==> config.mk <==
export PLATFORM = sky130hd
export DESIGN_NAME = piso_word_tx_flat
export DESIGN_NICKNAME = d
export VERILOG_FILES = /design/src/rtl/piso_word_tx_if.sv /design/src/rtl/piso_word_tx.sv /design/src/flat_wrapper.sv
export SDC_FILE = /design/constraint.sdc
export NUM_CORES = 1
export LEC_CHECK = 0
export BUFFER_PORTS_ARGS = -buffer_cell sky130_fd_sc_hd__buf_4
export CORE_ASPECT_RATIO = 0.9
export CORE_UTILIZATION = 25
export CTS_CLUSTER_DIAMETER = 120
export DETAILED_ROUTE_END_ITERATION = 7
export PLACE_DENSITY_LB_ADDON = 0.1
export SYNTH_ARGS = -nofsm -noshare
export SYNTH_HDL_FRONTEND = slang
export SYNTH_SLANG_ARGS = --single-unit
==> constraint.sdc <==
create_clock -name CLK -period 2.6 [get_ports CLK]
set_clock_uncertainty 0.05 [all_clocks]
set_input_delay 0.78 -clock CLK [delete_from_list [all_inputs] [get_ports CLK]]
set_output_delay 0.78 -clock CLK [all_outputs]
set_load 0.03 [all_outputs]
==> src/rtl/piso_word_tx_if.sv <==
// Word-in / bit-out bus of the PISO word transmitter.
// The slave modport is the transmitter itself; the master modport is the word source and SIPO side.
interface piso_word_tx_if #(
    parameter int unsigned WIDTH = 4
);
    logic [WIDTH-1:0] Din;
    logic             Valid;
    logic             Ready;
    logic             SerialOut;
    logic             SHIFT;
    logic             WordDone;
    logic             Busy;

    modport master (
        output Din,
        output Valid,
        input  Ready,
        input  SerialOut,
        input  SHIFT,
        input  WordDone,
        input  Busy
    );

    modport slave (
        input  Din,
        input  Valid,
        output Ready,
        output SerialOut,
        output SHIFT,
        output WordDone,
        output Busy
    );
endinterface

==> src/rtl/piso_word_tx.sv <==
// Parallel-in serial-out word transmitter: accepts a word on Valid/Ready, shifts it out LSB first
// with a SHIFT strobe, then pulses WordDone once the downstream SIPO holds the full word.
module piso_word_tx #(
    parameter int unsigned WIDTH = 4,
    parameter int unsigned GAP   = 0
) (
    input logic           CLK,
    input logic           CLR_N,
    piso_word_tx_if.slave bus
);

    localparam int unsigned CntMax = (WIDTH > GAP) ? WIDTH : GAP;
    localparam int unsigned CntW   = $clog2(CntMax + 1);

    localparam logic [CntW-1:0] SendLast = CntW'(WIDTH - 1);
    localparam logic [CntW-1:0] GapLast  = (GAP > 0) ? CntW'(GAP - 1) : '0;

    typedef enum logic [1:0] {StIdle, StSend, StDone, StGap} state_e;

    state_e           state_q, state_d;
    logic [WIDTH-1:0] sreg_q, sreg_d;
    logic [CntW-1:0]  cnt_q, cnt_d;
    logic             ready_q, ready_d;
    logic             ser_q, ser_d;
    logic             shift_q, shift_d;
    logic             done_q, done_d;
    logic             accept;

    // Ready is only ever high in IDLE, so this is the full handshake.
    assign accept = bus.Valid && ready_q;

    always_ff @(posedge CLK or negedge CLR_N) begin
        if (!CLR_N) begin
            state_q <= StIdle;
        end else begin
            state_q <= state_d;
        end
    end

    always_comb begin
        state_d = state_q;
        sreg_d  = sreg_q;
        cnt_d   = cnt_q;
        unique case (state_q)
            StIdle: begin
                if (accept) begin
                    state_d = StSend;
                    sreg_d  = bus.Din;
                    cnt_d   = '0;
                end
            end
            StSend: begin
                sreg_d = sreg_q >> 1;
                if (cnt_q == SendLast) begin
                    state_d = StDone;
                    cnt_d   = '0;
                end else begin
                    cnt_d = cnt_q + 1'b1;
                end
            end
            StDone: begin
                cnt_d = '0;
                if (GAP == 0) begin
                    state_d = StIdle;
                end else begin
                    state_d = StGap;
                end
            end
            StGap: begin
                if (cnt_q == GapLast) begin
                    state_d = StIdle;
                    cnt_d   = '0;
                end else begin
                    cnt_d = cnt_q + 1'b1;
                end
            end
            default: begin
                state_d = StIdle;
            end
        endcase
    end

    // Outputs are registered, so they are decoded from the next state.
    always_comb begin
        ready_d = 1'b0;
        ser_d   = 1'b0;
        shift_d = 1'b0;
        done_d  = 1'b0;
        unique case (state_d)
            StIdle: ready_d = 1'b1;
            StSend: begin
                shift_d = 1'b1;
                ser_d   = sreg_d[0];
            end
            StDone: done_d = 1'b1;
            StGap:  ready_d = 1'b0;
            default: ready_d = 1'b0;
        endcase
    end

    always_ff @(posedge CLK or negedge CLR_N) begin
        if (!CLR_N) begin
            sreg_q  <= '0;
            cnt_q   <= '0;
            ready_q <= 1'b0;
            ser_q   <= 1'b0;
            shift_q <= 1'b0;
            done_q  <= 1'b0;
        end else begin
            sreg_q  <= sreg_d;
            cnt_q   <= cnt_d;
            ready_q <= ready_d;
            ser_q   <= ser_d;
            shift_q <= shift_d;
            done_q  <= done_d;
        end
    end

    assign bus.Ready     = ready_q;
    assign bus.SerialOut = ser_q;
    assign bus.SHIFT     = shift_q;
    assign bus.WordDone  = done_q;
    assign bus.Busy      = (state_q != StIdle);

endmodule
==> src/flat_wrapper.sv <==
// flat-port wrapper written by rule: the top's interface ports become plain ports
module piso_word_tx_flat 
#(
    parameter int unsigned WIDTH = 4,
    parameter int unsigned GAP   = 0
)
  (CLK, CLR_N, bus_Din, bus_Valid, bus_Ready, bus_SerialOut, bus_SHIFT, bus_WordDone, bus_Busy);
  piso_word_tx_if #(.WIDTH(WIDTH)) bus_i ();
  input logic CLK;
  input logic CLR_N;
  input wire logic [$bits(bus_i.Din)-1:0] bus_Din;
  input wire logic [$bits(bus_i.Valid)-1:0] bus_Valid;
  output wire logic [$bits(bus_i.Ready)-1:0] bus_Ready;
  output wire logic [$bits(bus_i.SerialOut)-1:0] bus_SerialOut;
  output wire logic [$bits(bus_i.SHIFT)-1:0] bus_SHIFT;
  output wire logic [$bits(bus_i.WordDone)-1:0] bus_WordDone;
  output wire logic [$bits(bus_i.Busy)-1:0] bus_Busy;
  assign bus_i.Din = bus_Din;
  assign bus_i.Valid = bus_Valid;
  assign bus_Ready = bus_i.Ready;
  assign bus_SerialOut = bus_i.SerialOut;
  assign bus_SHIFT = bus_i.SHIFT;
  assign bus_WordDone = bus_i.WordDone;
  assign bus_Busy = bus_i.Busy;
  piso_word_tx #(.WIDTH(WIDTH), .GAP(GAP)) u_core (.CLK(CLK), .CLR_N(CLR_N), .bus(bus_i));
endmodule
==> results.sh <==
export IMPL_num_rows=16
export IMPL_route_met2_wl_um=472
export IMPL_top_layer="met3"
export IMPL_syn_inst=59
export IMPL_vias_per_cell=4.47
export IMPL_startpoint="u_core.state_q[0]$_DFF_PN0_"
export IMPL_setup_tns_final_ps=0
export IMPL_drv_cap=0
export IMPL_wl_met1_um=622
export IMPL_layout_drive_gt1_share=0.296
export IMPL_numCtsBuffers=3
export IMPL_crit_buf_inv=1
export IMPL_crit_slowest_cell="dfrtp_1"
export IMPL_clock_sinks=12
export IMPL_dp_cells=95
export IMPL_cts_hold_buf=0
export IMPL_crit_path_max_fanout=16
export IMPL_setup_violations=0
export IMPL_cts_root_buf="clkbuf_4"
export IMPL_ant_nets=0
export IMPL_max_stage_delay_ps=540
export IMPL_clock_latency_ps=260
export IMPL_cp_arrival_ps=1330
export IMPL_async_flop_share=1.00
export IMPL_via_count=438
export IMPL_synth_seq_cells=12
export IMPL_drc=0
export IMPL_fin_crit_sh=0.833
export IMPL_synth_area_per_cell_um2=10.7
export IMPL_cts_tree="done"
export IMPL_max_clock_freq_mhz=462
export IMPL_htreeDepth=1
export IMPL_worst_slew_pin_slew_ps=450
export IMPL_grt_util_all_layers=0.102
export IMPL_hold_violations=0
export IMPL_min_period_ps=2160
export IMPL_synth_edff_count=0
export IMPL_ys_warn_count=0
export IMPL_ys_types=25
export IMPL_wl_met3_um=60
export IMPL_grt_max_degree=17
export IMPL_crit_family="flip-flops"
export IMPL_grt_pass1_wl_um=1940
export IMPL_clk_pin_slew_ps=70
export IMPL_slew_violations=0
export IMPL_drt_initial_drc_count=5
export IMPL_synth_nets=70
export IMPL_cp_start_kind="register"
export IMPL_pin_count=12
export IMPL_nNetsFinal=84
export IMPL_synthToLayoutAreaGrowth_pct=19.1
export IMPL_portBuffers=11
export IMPL_stdcell_count=98
export IMPL_n_antenna_cell=0
export IMPL_cts_setup_buffers=0
export IMPL_end_kind="primary output"
export IMPL_path_cells="or2_2 -> buf_4"
export IMPL_die_h_um=49.6
export IMPL_leakagePower_nw=0.371
export IMPL_antenna_found_initial=0
export IMPL_die_width_um=54.9
export IMPL_cp_required_ps=1770
export IMPL_dpl_cell_area_um2=727
export IMPL_synth_area_um2=629
export IMPL_design_area_um2=749
export IMPL_coreArea_um2=2280
export IMPL_grt_pass1_vias=427
export IMPL_routedWlPerCell_um=11.8
export IMPL_drt_total_wl_um=1150
export IMPL_final_util=0.328
export IMPL_power_density_nw_per_um2=1130
export IMPL_dr_pass1_iters=4
export IMPL_die_area_um2=2720
export IMPL_cts_resized=0
export IMPL_start_util=0.276
export IMPL_clock_path_buffers=2
export IMPL_grt_ovfl_total=0
export IMPL_synthFlopType="dfrtp_1"
export IMPL_place_congestion=0.649
export IMPL_status="completed"
export IMPL_maxSlewHeadroom=0.700
export IMPL_rsz0062_at_grt="false"
export IMPL_r2r_start="u_core.cnt_q[0]$_DFFE_PN0P_"
export IMPL_dp_hpwl_um=847
export IMPL_ir_drop_uv=507
export IMPL_seq_area_frac_synth=0.477
export IMPL_hp_class="in2async"
export IMPL_crit_type="reg2out"
==> through the flow <==
stage | worst slack (ps) | hold slack [ps] | power [mW]
floorplan | 989 | 406 | 0.643
global placement | 726 | 451 | 0.758
detailed placement | 715 | 430 | 0.749
CTS | 423 | 295 | 0.863
global route | 352 | 287 | 0.931
finish | 435 | 297 | 0.847
==> routing by layer <==
layer,vias to the layer above,global-route usage
met5,-,0
met4,0,0.0128
met3,0,0.0556
met2,10,0.137
met1,197,0.145
li1,231,-
==> logic make-up after synthesis <==
group,after synthesis,synth area share
AOI/OAI and AO/OA,16,0.173
adders and majority gates,4,0.0795
buffers and inverters,8,0.0656
DFF,12,0.477
muxes,1,0.0179
and+or+nand+nor,18,0.187
==> cell usage in the layout (no fill, tap or decap), drive strengths merged <==
| cell type | instances |
|---|---|
| o21a | 1 |
| a21oi | 4 |
| nand2 | 5 |
| a21o | 1 |
| clkbuf | 3 |
| and4b | 3 |
| nand3b | 2 |
| or2 | 1 |
| a21boi | 1 |
| o2bb2ai | 2 |
| inv | 6 |
| nor2 | 3 |
| nand4b | 1 |
| o22ai | 1 |
| dfrtp | 12 |
| o21ai | 4 |
| a211oi | 1 |
| ha | 4 |
| nand3 | 1 |
| buf | 11 |
| o211a | 1 |
| mux2 | 1 |
| nand2b | 2 |
==> sequential cells by signal (all words and copies together), names as in the netlist <==
| name | flops |
|---|---|
| u_core.bus.WordDone | 1 |
| u_core.bus.Ready | 1 |
| u_core.sreg_q | 3 |
| u_core.bus.SHIFT | 1 |
| u_core.cnt_q | 3 |
| u_core.bus.SerialOut | 1 |
| u_core.state_q | 2 |
==> Yosys cell counts (2+ instances only) <==
| library cell | n | area share |
|---|---|---|
| dfrtp_1 | 12 | 0.48 |
| ha_1 | 4 | 0.080 |
| inv_1 | 6 | 0.036 |
| nand2b_1 | 2 | 0.020 |
| a21oi_1 | 4 | 0.032 |
| and4b_2 | 3 | 0.054 |
| nor2_1 | 3 | 0.018 |
| o2bb2ai_1 | 2 | 0.028 |
| nand2_1 | 4 | 0.024 |
| o21ai_0 | 4 | 0.032 |
==> worst paths after layout <==
kind / endpoint / slack, ps / cells after the start
min in group CLK: u_core.sreg_q[1]$_DFFE_PN0P_ / 440 / 1
hold / removal: u_core.bus.Ready$_DFF_PN0_ / 300 / 1
setup reg to reg: u_core.cnt_q[2]$_DFFE_PN0P_ / 1160 / 6
hold reg to reg: u_core.sreg_q[1]$_DFFE_PN0P_ / 440 / 1
max in group asynchronous: u_core.sreg_q[3]$_DFFE_PN0P_ / 2050 / 1
setup / recovery: bus_Busy / 440 / 2
==> power breakdown <==
group          leakage [nW]  internal [mW]  switching [mW]
sequential            0.155          0.263          0.0996
clock                0.0138         0.0534          0.0517
combinational         0.202          0.173           0.206
==> cell type report <==
class                   instances  area [um^2]
clock buffers                   3         22.5
fillers                       257         1530
inverters                       6         22.5
multi-input cells              39          288
flip-flops and latches         12          300
well taps                      27         33.8
repair buffers                 11         82.6
Note: power is estimated with default switching activity, not from simulation.
